`src/rtl/fifo_sync_fwft.sv`:
```
// fifo_sync_fwft: synchronous FIFO with registered flags, standard or first-word-fall-through read
module fifo_sync_fwft #(
  parameter int FIFO_WIDTH             = 8,
  parameter int FIFO_DEPTH             = 32,
  parameter int FWFT_MODE              = 0,
  parameter int ALMOST_FULL_THRESHOLD  = 4,
  parameter int ALMOST_EMPTY_THRESHOLD = 1
) (
  input  logic                          clk,
  input  logic                          rst,
  input  logic                          flush,
  input  logic                          wr_enable,
  input  logic [FIFO_WIDTH-1:0]         wr_data,
  input  logic                          rd_enable,
  output logic [FIFO_WIDTH-1:0]         rd_data,
  output logic                          rd_valid,
  output logic                          fifo_full,
  output logic                          fifo_empty,
  output logic                          fifo_almost_full,
  output logic                          fifo_almost_empty,
  output logic [$clog2(FIFO_DEPTH):0]   fifo_level,
  output logic                          overflow,
  output logic                          underflow
);
  localparam int AW = $clog2(FIFO_DEPTH);
  logic [FIFO_WIDTH-1:0] r_mem [FIFO_DEPTH];
  logic [AW-1:0] r_wptr, r_rptr;
  logic          w_wr, w_rd, w_load, w_valid_nxt;
  logic [AW:0]   w_level_nxt, w_mem_cnt;
  // Accept decisions use registered flags only; in FWFT mode the output register counts in the level,
  // so the array holds level minus the prefetched word and refills the output whenever it is free or popped.
  always_comb begin
    w_wr        = wr_enable && !fifo_full;
    w_rd        = rd_enable && !fifo_empty;
    w_mem_cnt   = fifo_level - {{AW{1'b0}}, rd_valid};
    w_load      = (FWFT_MODE != 0) ? (w_mem_cnt != '0 && (!rd_valid || w_rd)) : w_rd;
    w_valid_nxt = (FWFT_MODE != 0) ? (w_load || (rd_valid && !w_rd)) : w_rd;
    w_level_nxt = fifo_level + {{AW{1'b0}}, w_wr} - {{AW{1'b0}}, w_rd};
  end
  // Storage array: no reset needed since pointers define which entries are live.
  always_ff @(posedge clk) begin
    if (!rst && !flush && w_wr) r_mem[r_wptr] <= wr_data;
  end
  // Pointers, output register, level and flags; flags derive from the next-state level.
  always_ff @(posedge clk) begin
    if (rst) begin
      r_wptr            <= '0;
      r_rptr            <= '0;
      rd_data           <= '0;
      rd_valid          <= 1'b0;
      fifo_level        <= '0;
      fifo_full         <= 1'b0;
      fifo_empty        <= 1'b1;
      fifo_almost_full  <= 1'b0;
      fifo_almost_empty <= 1'b1;
      overflow          <= 1'b0;
      underflow         <= 1'b0;
    end else if (flush) begin
      r_wptr            <= '0;
      r_rptr            <= '0;
      rd_valid          <= 1'b0;
      fifo_level        <= '0;
      fifo_full         <= 1'b0;
      fifo_empty        <= 1'b1;
      fifo_almost_full  <= 1'b0;
      fifo_almost_empty <= 1'b1;
    end else begin
      if (w_wr) r_wptr <= r_wptr + 1'b1;
      if (w_load) begin
        rd_data <= r_mem[r_rptr];
        r_rptr  <= r_rptr + 1'b1;
      end
      rd_valid          <= w_valid_nxt;
      fifo_level        <= w_level_nxt;
      fifo_full         <= w_level_nxt == (AW+1)'(FIFO_DEPTH);
      fifo_empty        <= (FWFT_MODE != 0) ? !w_valid_nxt : (w_level_nxt == '0);
      fifo_almost_full  <= w_level_nxt >= (AW+1)'(FIFO_DEPTH - ALMOST_FULL_THRESHOLD);
      fifo_almost_empty <= w_level_nxt <= (AW+1)'(ALMOST_EMPTY_THRESHOLD);
      if (wr_enable && fifo_full) overflow <= 1'b1;
      if (rd_enable && fifo_empty) underflow <= 1'b1;
    end
  end
endmodule

```
`config.mk`:
```
export PLATFORM = sky130hd
export DESIGN_NAME = fifo_sync_fwft
export DESIGN_NICKNAME = d
export VERILOG_FILES = /design/src/rtl/fifo_sync_fwft.sv
export SDC_FILE = /design/constraint.sdc
export NUM_CORES = 1
export LEC_CHECK = 0
export ABC_AREA = 1
export CAP_MARGIN = 30
export CORE_MARGIN = 4
export CORE_UTILIZATION = 55
export CTS_CLUSTER_SIZE = 16
export DETAILED_ROUTE_END_ITERATION = 10
export PLACE_DENSITY = 0.8
export SETUP_SLACK_MARGIN = 0.02
export SLEW_MARGIN = 10
export SYNTH_ARGS = -nofsm -noshare
export SYNTH_HDL_FRONTEND = slang
export SYNTH_SLANG_ARGS = --single-unit
```
`constraint.sdc`:
```
create_clock -name clk -period 2.52 [get_ports clk]
set_input_delay 0.504 -clock clk [delete_from_list [all_inputs] [get_ports clk]]
set_output_delay 0.504 -clock clk [all_outputs]
set_load 0.01 [all_outputs]
```
==> impl_metrics.xml <==
<?xml version="1.0" encoding="UTF-8"?>
<metrics>
  <group name="outcome">
    <metric name="outcome" unit="">finished, final reports clean</metric>
  </group>
  <group name="route">
    <metric name="post_route_drc" unit="">0</metric>
    <metric name="vias_per_cell" unit="">5.505</metric>
    <metric name="drt-wirelength-per-cell" unit="um">18.52</metric>
    <metric name="first_pass_iters" unit="">5</metric>
    <metric name="ant_nets" unit="">0</metric>
    <metric name="postRouteWirelength" unit="um">29080</metric>
    <metric name="dr_total_vias" unit="">8643</metric>
    <metric name="drt_iter0_drc" unit="">1143</metric>
  </group>
  <group name="critical_path">
    <metric name="critical_path.n_buffers_inverters" unit="">3</metric>
    <metric name="slowest_stage" unit="">sky130_fd_sc_hd__clkdlybuf4s50_1</metric>
    <metric name="crit_chain" unit="">clkdlybuf4s50_1 &gt; inv_1 &gt; nor2_1 &gt; inv_1 &gt; nand2_1 &gt; nand2_1 &gt; ha_1 &gt; fa_1 &gt; a21oi_1 &gt; o21bai_1 &gt; xor2_2 &gt; nor2_1 &gt; o21a_1</metric>
    <metric name="crit_family" unit="">adder cells</metric>
    <metric name="worst-path-max-fanout" unit="">5</metric>
    <metric name="start_kind" unit="">input port</metric>
    <metric name="critPathMaxStageDelay" unit="ns">0.48</metric>
    <metric name="critical_path_source" unit="">wr_enable</metric>
    <metric name="r2r_start" unit="">fifo_empty</metric>
    <metric name="endpoint_kind" unit="">flop</metric>
    <metric name="critical_path_required" unit="ns">2.96</metric>
    <metric name="arrival" unit="ns">2.78</metric>
    <metric name="worstSetupPathType" unit="">in -&gt; reg</metric>
  </group>
  <group name="placed_design">
    <metric name="dpl.cell_count" unit="">1517</metric>
    <metric name="place_ws" unit="ns">-0.4380</metric>
    <metric name="routabilityCongestion" unit="">0.8962</metric>
    <metric name="place_hpwl" unit="um">17460</metric>
    <metric name="place.port_buffers" unit="">33</metric>
  </group>
  <group name="synth">
    <metric name="synth_seq_area_share" unit="%">68.27</metric>
    <metric name="synth-main-ff-cell" unit="">sky130_fd_sc_hd__edfxtp_1</metric>
    <metric name="synthesis.area_per_instance" unit="um^2">10.28</metric>
    <metric name="number_of_cells_produced_by_synthesis" unit="">1184</metric>
    <metric name="synth_fp_nets" unit="">1208</metric>
    <metric name="mappedNetlistArea" unit="um^2">12170</metric>
    <metric name="synth-edff-count" unit="">256</metric>
    <metric name="async_reset_ff_share" unit="%">0</metric>
    <metric name="number_of_distinct_library_cells_after_synthesis" unit="">26</metric>
    <metric name="seq_cells_post_synth" unit="">287</metric>
    <metric name="yosys_synthesis_warning_count" unit="">0</metric>
  </group>
  <group name="power">
    <metric name="pwr_density_cell" unit="nW/um^2">741.0</metric>
    <metric name="power.ir.vdd_worst" unit="V">0.0006113</metric>
    <metric name="overall_power" unit="mW">10.55</metric>
    <metric name="leakage_power" unit="nW">5.667</metric>
  </group>
  <group name="clocking">
    <metric name="worst_skew_pair.late_latency" unit="ns">0.55</metric>
    <metric name="cts.reportedPaths.clkPinSlew" unit="ns">0.06</metric>
    <metric name="cts-root-buf" unit="">sky130_fd_sc_hd__clkbuf_16</metric>
    <metric name="tritoncts.num_buffers" unit="">29</metric>
    <metric name="clock_sinks" unit="">287</metric>
    <metric name="tritoncts" unit="">yes</metric>
    <metric name="cts_hold_repair.buffers" unit="">0</metric>
    <metric name="cts.path.max_buffers" unit="">3</metric>
    <metric name="cts.htree.levels" unit="">1</metric>
  </group>
  <group name="floorplanning">
    <metric name="core.rowCount" unit="">54</metric>
    <metric name="ios" unit="">34</metric>
    <metric name="die_width" unit="um">156.7</metric>
    <metric name="design.die.area" unit="um^2">24570</metric>
    <metric name="die_h" unit="um">156.7</metric>
    <metric name="initial_utilization" unit="%">55.76</metric>
    <metric name="core_area" unit="um^2">21820</metric>
  </group>
  <group name="final_layout">
    <metric name="multi_input_comb_area" unit="um^2">3093</metric>
    <metric name="layout_commonest_cell" unit="">sky130_fd_sc_hd__nand2_1</metric>
    <metric name="commonest_cells_after_routing_fill_and_taps_aside" unit="">368 x sky130_fd_sc_hd__nand2_1, 256 x sky130_fd_sc_hd__edfxtp_1, 164 x sky130_fd_sc_hd__nand3_1</metric>
    <metric name="register_area" unit="um^2">8313</metric>
    <metric name="layout.nets" unit="">1294</metric>
    <metric name="fillerInstances" unit="">1635</metric>
    <metric name="final_cell_count_no_fill" unit="">1570</metric>
    <metric name="final_layout_size_suffix_gt1_share" unit="%">9.690</metric>
    <metric name="antenna_cells_inserted" unit="">0</metric>
    <metric name="layout-area-overhead-vs-synth" unit="%">16.95</metric>
  </group>
  <group name="sta">
    <metric name="period_minus_slack" unit="ns">2.334</metric>
    <metric name="hold_ws" unit="ns">0.4657</metric>
    <metric name="tightest_slew" unit="ns">0.6848</metric>
    <metric name="timing.fmax" unit="MHz">428.5</metric>
    <metric name="timing.final.max_slew_violations" unit="">0</metric>
    <metric name="layout_setup_ws" unit="ns">0.1862</metric>
    <metric name="part_of_the_cycle_the_worst_path_needs" unit="%">92.61</metric>
    <metric name="fin_worst_skew" unit="ns">0.009235</metric>
    <metric name="relSlewSlack" unit="%">54.24</metric>
    <metric name="finalHoldViolCount" unit="">0</metric>
    <metric name="grt_setup_unrepaired" unit="">no</metric>
    <metric name="finalSetupViolCount" unit="">0</metric>
  </group>
  <group name="hold_path">
    <metric name="worst_hold_startpoint" unit="">rd_data[0]</metric>
    <metric name="timing.hold.worst.class" unit="">reg -&gt; reg</metric>
  </group>
  <group name="run">
    <metric name="max-cap-violations" unit="">0</metric>
  </group>
  <group name="global_routing">
    <metric name="grt_first_pass_wirelength" unit="um">45370</metric>
    <metric name="vias_in_the_first_global_route" unit="">8386</metric>
    <metric name="maximum_number_of_pins_on_one_net_before_global_route_repair" unit="">139</metric>
    <metric name="grt_overflow" unit="">0</metric>
    <metric name="grt_antenna_before_repair" unit="">0</metric>
    <metric name="track_usage" unit="%">23.94</metric>
  </group>
</metrics>
[cell usage after synthesis (3+ instances only)]
master	n	share of area [%]
sky130_fd_sc_hd__nand2_1	368	11
sky130_fd_sc_hd__edfxtp_1	256	63
sky130_fd_sc_hd__nand3_1	164	6.7
sky130_fd_sc_hd__inv_1	132	4.1
sky130_fd_sc_hd__nor2_1	101	3.1
sky130_fd_sc_hd__buf_2	34	1.4
sky130_fd_sc_hd__a21oi_1	32	1.3
sky130_fd_sc_hd__dfxtp_1	31	5.1
sky130_fd_sc_hd__o21ai_0	15	0.62
sky130_fd_sc_hd__ha_1	10	1.0
sky130_fd_sc_hd__clkbuf_1	8	0.25
sky130_fd_sc_hd__buf_4	6	0.37
sky130_fd_sc_hd__nor3_1	5	0.21
sky130_fd_sc_hd__xor2_1	4	0.29
sky130_fd_sc_hd__clkinv_1	3	0.093
[cell families (layout without fill, tap and decap cells)]
family | count (synthesis) | count (layout) | synth area share, %
buf+inv | 188 | 294 | 6.395
compound gates | 52 | 52 | 2.211
fa+ha+maj | 11 | 11 | 1.193
flops | 287 | 287 | 68.27
xor+xnor | 5 | 5 | 0.3598
simple gates | 641 | 641 | 21.57
[power by group]
part | internal, mW | switching [mW] | total [mW]
logic | 0.290 | 0.447 | 0.737
clock network | 2.82 | 1.75 | 4.57
registers | 5.22 | 0.0260 | 5.24
[per-stage QoR]
step                      utilization, %  cell area, um^2  TNS (ns)
final                              65.22            14230         0
after detailed placement           60.49            13200    -1.877
after global placement             60.49            13200    -1.668
after global routing               65.22            14230         0
after CTS                          65.10            14210         0
after floorplan                        -            12170         0
[worst paths after layout]
kind,cells after the start,to,slack [ns]
worst max-delay path,13,fifo_almost_empty,0.19
worst min-delay path,2,rd_data[0],0.47
worst max register to register,11,fifo_almost_empty,0.31
worst min register to register,2,rd_data[0],0.47
[sequential cells by signal (all words and copies together), names as in the netlist, 5 cells and up]
| name | count |
|---|---|
| r_mem | 256 |
| r_rptr | 5 |
| rd_data | 8 |
| fifo_level | 6 |
| r_wptr | 5 |
[area by class of cell]
type	instances	share of cell area [%]
Timing Repair Buffer	106	6.699
Sequential cell	287	58.41
Tap cell	280	2.462
Clock inverter	16	1.820
Inverter	137	3.622
Multi-Input combinational cell	709	21.73
Clock buffer	35	5.257
[worst min-delay path: cells and delay by family (launching register included)]
kind / cells / cell delay (ns)
simple gates: 1 / 0.06
compound gates: 1 / 0.06
flops: 1 / 0.31
[timing repair]
action,in CTS,in global routing
gates resized for setup,0,2
setup endpoints to repair,0,5
buffers inserted,0,2
[routing by layer]
metal / up-vias / part of all wire, % / track usage, %
li1: 4067 / - / -
met1: 4077 / 38 / 32.19
met2: 438 / 49 / 40.07
met3: 61 / 9.5 / 4.757
met4: 0 / 2.7 / 6.777
met5: - / 0 / 0
(Power assumes the default switching activity.)
